**config.mk**
```make
export PLATFORM = sky130hd
export DESIGN_NAME = wb_pwm_fader
export DESIGN_NICKNAME = d
export VERILOG_FILES = /design/src/rtl/wb_pwm_fader_pkg.sv /design/src/rtl/wb_pwm_fader_tick.sv /design/src/rtl/wb_pwm_fader.sv
export SDC_FILE = /design/constraint.sdc
export NUM_CORES = 1
export LEC_CHECK = 0
export BUFFER_PORTS_ARGS = -buffer_cell sky130_fd_sc_hd__clkbuf_2
export CORE_MARGIN = 2
export CORE_UTILIZATION = 40
export CTS_CLUSTER_SIZE = 10
export DETAILED_ROUTE_END_ITERATION = 8
export PLACE_DENSITY = 0.62
export SETUP_SLACK_MARGIN = 0.1
export SYNTH_ARGS = -nofsm -noshare
export SYNTH_HDL_FRONTEND = slang
export SYNTH_HIERARCHICAL = 1
export SYNTH_SLANG_ARGS = --single-unit
```
**constraint.sdc**
```tcl
create_clock -name wb_clk_i -period 2.8 [get_ports wb_clk_i]
set_input_delay 0.28 -clock wb_clk_i [delete_from_list [all_inputs] [get_ports wb_clk_i]]
set_output_delay 0.28 -clock wb_clk_i [all_outputs]
set_load 0.005 [all_outputs]
```
**src/rtl/wb_pwm_fader_pkg.sv**
```systemverilog
// Shared types and defaults for the Wishbone PWM fader: FSM states, register map
// constants and default parameter values.
package wb_pwm_fader_pkg;

    typedef enum logic [1:0] {
        IDLE,
        SCAN,
        REQ,
        WAIT
    } fsm_state_e;

    localparam logic [3:0]  ADR_PERIOD      = 4'hF;
    localparam int unsigned BIT_NUM_DEF     = 4;
    localparam int unsigned CHANNEL_NUM_DEF = 3;
    localparam int unsigned PERIOD_W_DEF    = 16;

endpackage

```
**src/rtl/wb_pwm_fader_tick.sv**
```systemverilog
// Fade-step prescaler: counts 0..period and pulses tick_o on the wrap cycle.
module wb_pwm_fader_tick
    import wb_pwm_fader_pkg::*;
#(
    parameter int unsigned PERIOD_W = PERIOD_W_DEF
) (
    input  logic                clk_i,
    input  logic                rst_i,
    input  logic [PERIOD_W-1:0] period_i,
    output logic                tick_o
);

    logic [PERIOD_W-1:0] cnt_q, cnt_d;

    // >= so a period reprogrammed below the running count wraps immediately
    assign tick_o = (cnt_q >= period_i);

    always_comb begin
        cnt_d = tick_o ? '0 : cnt_q + 1'b1;
    end

    always_ff @(posedge clk_i or posedge rst_i) begin
        if (rst_i) begin
            cnt_q <= '0;
        end else begin
            cnt_q <= cnt_d;
        end
    end

endmodule

```
**src/rtl/wb_pwm_fader.sv**
```systemverilog
// Wishbone-configured fader: steps each channel's duty value one LSB per tick toward
// its target, pushing every new value to a PWM slave over a Wishbone master port.
module wb_pwm_fader
    import wb_pwm_fader_pkg::*;
#(
    parameter int unsigned BIT_NUM     = BIT_NUM_DEF,
    parameter int unsigned CHANNEL_NUM = CHANNEL_NUM_DEF,
    parameter int unsigned PERIOD_W    = PERIOD_W_DEF
) (
    input  logic        wb_clk_i,
    input  logic        wb_rst_i,
    input  logic        wb_cyc_i,
    input  logic        wb_stb_i,
    input  logic        wb_we_i,
    input  logic [3:0]  wb_adr_i,
    input  logic [31:0] wb_dat_i,
    output logic [31:0] wb_dat_o,
    output logic        wb_ack_o,
    output logic        wb_stall_o,
    output logic        m_cyc_o,
    output logic        m_stb_o,
    output logic        m_we_o,
    output logic [3:0]  m_adr_o,
    output logic [31:0] m_dat_o,
    input  logic        m_ack_i,
    input  logic        m_stall_i
);

    localparam int unsigned     CH_W    = (CHANNEL_NUM > 1) ? $clog2(CHANNEL_NUM) : 1;
    localparam logic [CH_W-1:0] LAST_CH = CH_W'(CHANNEL_NUM - 1);

    fsm_state_e          state_q, state_d;
    logic [CH_W-1:0]     ch_q, ch_d;
    logic [BIT_NUM-1:0]  nxt_q, nxt_d;
    logic                pending_q, pending_d;
    logic [BIT_NUM-1:0]  cur_q [CHANNEL_NUM];
    logic [BIT_NUM-1:0]  cur_d [CHANNEL_NUM];
    logic [BIT_NUM-1:0]  tgt_q [CHANNEL_NUM];
    logic [PERIOD_W-1:0] period_q;
    logic                ack_q;
    logic [31:0]         dat_q;
    logic [31:0]         rd_data;
    logic                wr_en;
    logic                tick;
    logic                scan_done;
    logic [31:0]         unused_wb_dat;

    assign unused_wb_dat = wb_dat_i;
    assign wb_stall_o    = 1'b0;
    assign wb_ack_o      = ack_q;
    assign wb_dat_o      = dat_q;
    assign wr_en         = wb_cyc_i & wb_stb_i & wb_we_i;

    wb_pwm_fader_tick #(
        .PERIOD_W (PERIOD_W)
    ) u_tick (
        .clk_i    (wb_clk_i),
        .rst_i    (wb_rst_i),
        .period_i (period_q),
        .tick_o   (tick)
    );

    always_comb begin
        rd_data = '0;
        if (wb_cyc_i && wb_stb_i && !wb_we_i) begin
            if (wb_adr_i == ADR_PERIOD) begin
                rd_data[PERIOD_W-1:0] = period_q;
            end
            for (int unsigned i = 0; i < CHANNEL_NUM; i++) begin
                if (wb_adr_i == 4'(i)) begin
                    rd_data[BIT_NUM-1:0] = tgt_q[i];
                end
            end
        end
    end

    always_ff @(posedge wb_clk_i or posedge wb_rst_i) begin
        if (wb_rst_i) begin
            tgt_q    <= '{default: '0};
            period_q <= '0;
            ack_q    <= 1'b0;
            dat_q    <= '0;
        end else begin
            ack_q <= wb_cyc_i & wb_stb_i;
            dat_q <= rd_data;
            if (wr_en) begin
                if (wb_adr_i == ADR_PERIOD) begin
                    period_q <= wb_dat_i[PERIOD_W-1:0];
                end
                for (int unsigned i = 0; i < CHANNEL_NUM; i++) begin
                    if (wb_adr_i == 4'(i)) begin
                        tgt_q[i] <= wb_dat_i[BIT_NUM-1:0];
                    end
                end
            end
        end
    end

    always_comb begin
        state_d   = state_q;
        ch_d      = ch_q;
        nxt_d     = nxt_q;
        cur_d     = cur_q;
        scan_done = 1'b0;
        m_cyc_o   = 1'b0;
        m_stb_o   = 1'b0;
        m_we_o    = 1'b0;
        m_adr_o   = '0;
        m_dat_o   = '0;
        unique case (state_q)
            IDLE: begin
                if (pending_q) begin
                    state_d = SCAN;
                    ch_d    = '0;
                end
            end
            SCAN: begin
                if (cur_q[ch_q] != tgt_q[ch_q]) begin
                    nxt_d   = (cur_q[ch_q] < tgt_q[ch_q]) ? cur_q[ch_q] + 1'b1
                                                          : cur_q[ch_q] - 1'b1;
                    state_d = REQ;
                end else if (ch_q == LAST_CH) begin
                    state_d   = IDLE;
                    ch_d      = '0;
                    scan_done = 1'b1;
                end else begin
                    ch_d = ch_q + 1'b1;
                end
            end
            REQ: begin
                m_cyc_o = 1'b1;
                m_stb_o = 1'b1;
                m_we_o  = 1'b1;
                m_adr_o = 4'(ch_q);
                m_dat_o = 32'(nxt_q);
                if (!m_stall_i) begin
                    state_d = WAIT;
                end
            end
            WAIT: begin
                m_cyc_o = 1'b1;
                if (m_ack_i) begin
                    cur_d[ch_q] = nxt_q;
                    if (ch_q == LAST_CH) begin
                        state_d   = IDLE;
                        ch_d      = '0;
                        scan_done = 1'b1;
                    end else begin
                        state_d = SCAN;
                        ch_d    = ch_q + 1'b1;
                    end
                end
            end
            default: state_d = IDLE;
        endcase
        // a tick landing on the pass-completion cycle must not be lost
        pending_d = tick ? 1'b1 : (scan_done ? 1'b0 : pending_q);
    end

    always_ff @(posedge wb_clk_i or posedge wb_rst_i) begin
        if (wb_rst_i) begin
            state_q   <= IDLE;
            ch_q      <= '0;
            nxt_q     <= '0;
            pending_q <= 1'b0;
            cur_q     <= '{default: '0};
        end else begin
            state_q   <= state_d;
            ch_q      <= ch_d;
            nxt_q     <= nxt_d;
            pending_q <= pending_d;
            cur_q     <= cur_d;
        end
    end

endmodule

```
* Word level (Yosys, flattened, before mapping)
Cells that the tools add are included.
** Storage, ports and cells
- Flip-flop bits (word level) :: 82
- Input port bits :: 43
- Output and inout port bits :: 73
- Logic and storage cells :: 93
** Operators by class
- $add $sub $neg :: 4
- $lt $le $gt $ge :: 4
- Equal/unequal tests :: 13
- Multiplexer cells :: 38
- Bitwise operators :: 3
- Reduce and logical (&&, ||, !) cells :: 17
** Operators by type and width (number)
- 16-bit two-way mux :: 3
- 4-bit two-way mux :: 10
- 2-bit two-way mux :: 10
- 16-bit by 1-bit adder with 16-bit output, second input constant :: 1
- 4-bit binary-select mux with 2-bit select :: 2
- 16-bit greater-or-equal comparator :: 1
- 12-bit bitwise mux :: 1
- 2-bit AND reduction :: 6
- 4-bit demux with 2-bit select :: 1
- 1-bit two-way mux :: 8
- 2-bit != test, second input constant :: 4
- 2-bit case mux with 4 select lines :: 1
- 4-bit AND reduction :: 2
- 2-bit == test, second input constant :: 3
- 2-bit case mux with 3 select lines :: 1
- 4-bit by 1-bit adder with 4-bit output, second input constant :: 1
- 4-bit by 1-bit == test with 1-bit output, second input constant :: 1
- 4-bit by 2-bit == test with 1-bit output, second input constant :: 1
- 4-bit == test, second input constant :: 1
- 4-bit logical NOT :: 1
- 4-bit < comparator :: 1
- 4-bit != test :: 1
- 4-bit by 1-bit subtractor with 4-bit output, second input constant :: 1
- 3-bit greater-or-equal comparator, second input constant :: 1
- 13 further kinds :: 16

* Depth between registers and ports, before layout
- Depth after elaboration :: 9
- Mapped depth :: 15
- Gate-level depth less buffers :: 13

* Cells and area by module
Netlist, hierarchy kept.
** Modules (own cells, without submodules)
- wb_pwm_fader :: instances 1, cells each 301, area each 3444.6 µm²
- wb_pwm_fader_tick :: instances 1, cells each 128, area each 1265.0 µm²

* Least setup slack after synthesis
Ideal clock, no wire load.
- Path kind :: register to register
- From :: register ch_q[1]
- To :: register nxt_q[3]
- Arrival :: 2.988 ns
- Data required time :: 2.731 ns
- Slack :: -0.258 ns
- Cell stages (with the launch flop) :: 15
- Path through :: dfrtp_1 > buf_2 > buf_2 > mux2i_1 > o21ai_0 > ha_1 > nor2b_1 > o211ai_1 > nand2_1 > ha_1 > nor2_1 > nor2_1 > o41ai_1 > or4_1 > nand3_1
** On the way
- Cells in the longest elaborated chain, start to end :: 6
- Elaborated cells between the ends (all ways) :: 13
- Those cells by class :: 2 x add/sub; 1 x order compare; 1 x eq/ne; 7 x mux; 1 x bitwise; 1 x reduce/logical
** RTL lines
- from (decl) :: RTL line wb_pwm_fader.sv:33 : logic [CH_W-1:0] ch_q, ch_d;
- from (signal assigned) :: RTL line wb_pwm_fader.sv:169 : ch_q <= ch_d;
- 2-bit inverter with 3-bit output (not written as such) * :: RTL line wb_pwm_fader.sv:118, wb_pwm_fader.sv:119, wb_pwm_fader.sv:120
- 4-bit binary-select mux with 2-bit select (on tied branches) :: RTL line wb_pwm_fader.sv:118, wb_pwm_fader.sv:119, wb_pwm_fader.sv:120
- 4-bit two-way mux (on tied branches) (2 in series) :: RTL line wb_pwm_fader.sv:118, wb_pwm_fader.sv:119, wb_pwm_fader.sv:120
- 4-bit by 1-bit subtractor with 4-bit output, or another cell as far along :: RTL line wb_pwm_fader.sv:120 : : cur_q[ch_q] - 1'b1;
- 4-bit two-way mux or 2-bit AND reduction (tied branches)
- to (signal assigned) :: RTL line wb_pwm_fader.sv:170 : nxt_q <= nxt_d;
- to (decl) :: RTL line wb_pwm_fader.sv:34 : logic [BIT_NUM-1:0] nxt_q, nxt_d;
Mark *: on every way between the ends. The rest lies on a longest branch, timed or not. The select of a mux whose other input is x is not followed.
A chain may end at the register's enable or synchronous reset.

* Worst setup path after layout
Ends and elaborated chain as after synthesis.

==> metrics.md <==
| Metric | Value |
|---|---|
| Fin crit share | `0.987` |
| Place WS | `-61.7 ps` |
| Cell variety after synth | `52` |
| Worst-Margin Slew | `734 ps` |
| Pwr Density | `919 nW/um^2` |
| Via count | `3159` |
| Fillers | `1068` |
| Core ar. | `11500 sq um` |
| Async set-reset flop share out of synthesis | `1.00` |
| First-pass GRT wire length | `15.1 mm` |
| Gpl congestion | `0.773` |
| Final Setup Violations | `0` |
| GRT Overall Usage | `0.152` |
| Initial Utilization | `0.411` |
| I/O Pins | `116` |
| Slew Viols, Final | `0` |
| Worst setup SP type | `register` |
| Post-Route M1 WL | `4.07 mm` |
| Vias in the first global route | `3189` |
| WL/cell | `14.0 um` |
| Number of clock sinks | `82` |
| Post-synthesis cell area | `4710 sq um` |
| Reg clk slew, reported paths | `60 ps` |
| Estimated wirelength of the detail-placed design | `6.59 mm` |
| Vias per cell | `4.87` |
| Initial antenna violation count | `0` |
| Clock period minus worst slack | `2760 ps` |
| Die Wd | `113 um` |
| TNS Setup | `0 ps` |
| CTS tree | `done` |
| PnR worst setup slack | `37.4 ps` |
| Layout cell share with drive strength beyond 1 | `0.330` |
| Worst-Skew Late Latency | `350 ps` |
| H-tree Lvls | `3` |
| Port Buffers | `52` |
| Hold Vio Cnt, Final | `0` |
| Fin nets | `572` |
| Pre-Repair DR Iteration Count | `5` |
| Crit-path max FO | `6` |
| RSZ-0062 raised after global routing | `true` |
| Main synth FF type | `dfrtp_1` |
| Status | `complete, no violations` |
| Tightest Hold Check Type | `in2async` |
| Cell Count Post-Placement | `627` |
| N_diodes | `0` |
| #FFs+latches synth | `82` |
| Final Skew | `7.80 ps` |
| Crit path required time | `3090 ps` |
| Seq/Total Area, Yosys | `0.436` |
| F_max | `362 MHz` |
| Synth warn | `6` |
| Leak | `2.68 nW` |
| DR iter-0 viols | `152` |
| Max_cap viols | `0` |
| Die Area | `12700 sq um` |
| Power after layout | `5.03 mW` |
| Setup Crit Path Kind | `reg2reg` |
| # DRC | `0` |
| Synth Area per Inst | `11.0 sq um` |
| DR top layer | `met4` |
| Root buffer cell | `clkbuf_16` |
| Die H | `113 um` |
| FP Rows | `39` |
| Non-Filler Instances | `649` |
| Max-slew headroom | `0.510` |
| Area grow syn2layout | `16.3%` |
| EDFF count, synth | `0` |
| Final ANT Viol Nets | `0` |
| Post-Synthesis Cells | `429` |
| Met3 WL | `396 um` |
| GRT overflow | `0` |
| Largest net degree at the start of global routing | `33` |
| Met2 WL | `4.50 mm` |
| Num CTS Buffers | `9` |
| Clock Tree Buf Depth | `2` |
| Crit. End Element | `register` |
| Final WL | `9.11 mm` |
| VDD IR-drop max | `0.000715 V` |
| Worst Path Arrival | `3050 ps` |
## metrics by stage
step	hold WS, ps	util	cell area [sq um]
6_report	13.4	0.478	5480
2_1_floorplan	194	-	4920
4_1_cts	27.8	0.474	5430
3_3_place_gp	390	0.441	5050
5_1_grt	82.0	0.478	5480
3_5_place_dp	401	0.441	5050
## cell families (layout without fill, tap and decap cells)
logic type,count (synthesis),count (layout),share of synthesized area
AND/OR/NAND/NOR,120,120,0.156
buffers and inverters,89,120,0.115
flip-flops,82,82,0.436
multiplexers,50,50,0.117
AO/OA/AOI/OAI,44,44,0.0712
adder cells (fa/ha/maj),28,28,0.0760
XOR/XNOR,15,15,0.0279
other,1,47,0.000796
## final timing paths
| path | startpoint | end | slack, ps | cells after the start |
|---|---|---|---|---|
| max | ch_q[1] | nxt_q[3] | 40 | 14 |
| min | wb_rst_i | u_tick/cnt_q[5] | 10 | 2 |
| max reg2reg | ch_q[1] | nxt_q[3] | 40 | 14 |
| min reg2reg | period_q[14] | wb_dat_o[14] | 510 | 1 |
| max in group asynchronous | wb_rst_i | cur_q[3] | 2020 | 3 |
| min in group wb_clk_i | wb_dat_i[11] | period_q[11] | 170 | 2 |
## Yosys cell counts (5+ instances only)
library cell / count / area (sq um)
nand2_1: 20 / 75.1
mux2i_1: 9 / 90.1
inv_1: 29 / 109
ha_1: 27 / 338
nand2b_1: 5 / 31.3
a21oi_1: 11 / 55.1
dfrtp_1: 82 / 2050
buf_4: 51 / 383
nor2_1: 16 / 60.1
o21ai_0: 7 / 35.0
and2_1: 19 / 119
xnor2_1: 13 / 114
nor3_2: 10 / 100
mux2_2: 41 / 462
nand3_1: 9 / 45.0
nor3_1: 13 / 65.1
## per-layer routing
metal  vias up  global-route usage
met3        11              0.0335
met4         0              0.0683
met2        77               0.253
met1      1537               0.190
li1       1534                   -
met5         -                   0
## where the power goes
| part | switching, mW | total (mW) | internal [mW] |
|---|---|---|---|
| Sequential | 0.206 | 1.62 | 1.42 |
| Combinational | 0.996 | 2.05 | 1.06 |
| Clock | 0.486 | 1.36 | 0.872 |
## layout make-up
cell class              instances  area, sq um  share of cell area
clock inverters                 7          116              0.0212
multi-input cells             304         2340               0.428
repair buffers                 75          453              0.0827
well taps                     143          179              0.0327
clock buffers                   9          225              0.0411
flip-flops and latches         82         2050               0.375
inverters                      29          109              0.0199
## sequential cells by signal, indices dropped and copies added (netlist names), named ones only
register / count
period_q: 16
u_tick/cnt_q: 16
wb_dat_o: 16
cur_q: 12
tgt_q: 12
nxt_q: 4
ch_q: 2
pending_q: 1
state_q: 1
wb_ack_o: 1
## worst max-delay path, cell delays in order, from the launching register on
cell and delay, ps:
dfrtp_2 440, buf_12 140, mux2i_1 130, nor2_1 50
a21oi_1 140, ha_1 260, nor2b_4 120, o211ai_1 240
nand2_2 140, ha_1 310, nor3_1 40, nor2_1 110
o41ai_2 90, or4_1 400, nand3_1 80
## cell usage in the layout, fill, tap and decap left out, types with 2 or more instances in the layout
master and instances:
o22ai_1 3, conb_1 47, clkbuf_2 52, ha_1 26, bufinv_16 3, buf_6 2
nand3_1 9, nor2_1 16, o211ai_1 2, inv_1 28, and2_1 19, clkinv_2 3
and3_1 4, dfrtp_1 81, nor4_2 2, nand4_1 4, mux2i_1 8, xnor2_1 13
buf_4 20, nand2b_1 5, xor2_1 2, nand2_1 19, mux2_2 40, a221oi_1 2
a222oi_1 4, or2_2 2, nor3_1 13, o21a_1 2, nor4_1 4, a21oi_1 10
clkbuf_16 9, a22o_1 4, o21ai_0 5, nor3_2 10
## what timing repair did
| action | in CTS | in global routing |
|---|---|---|
| buffers inserted | 5 | 2 |
| endpoints found under the setup margin | 2 | 4 |
| pin swaps | 5 | 3 |
| hold buffers | 0 | 0 |
| gates resized for setup | 3 | 10 |
No activity file was read; power rests on OpenSTA's default activity.
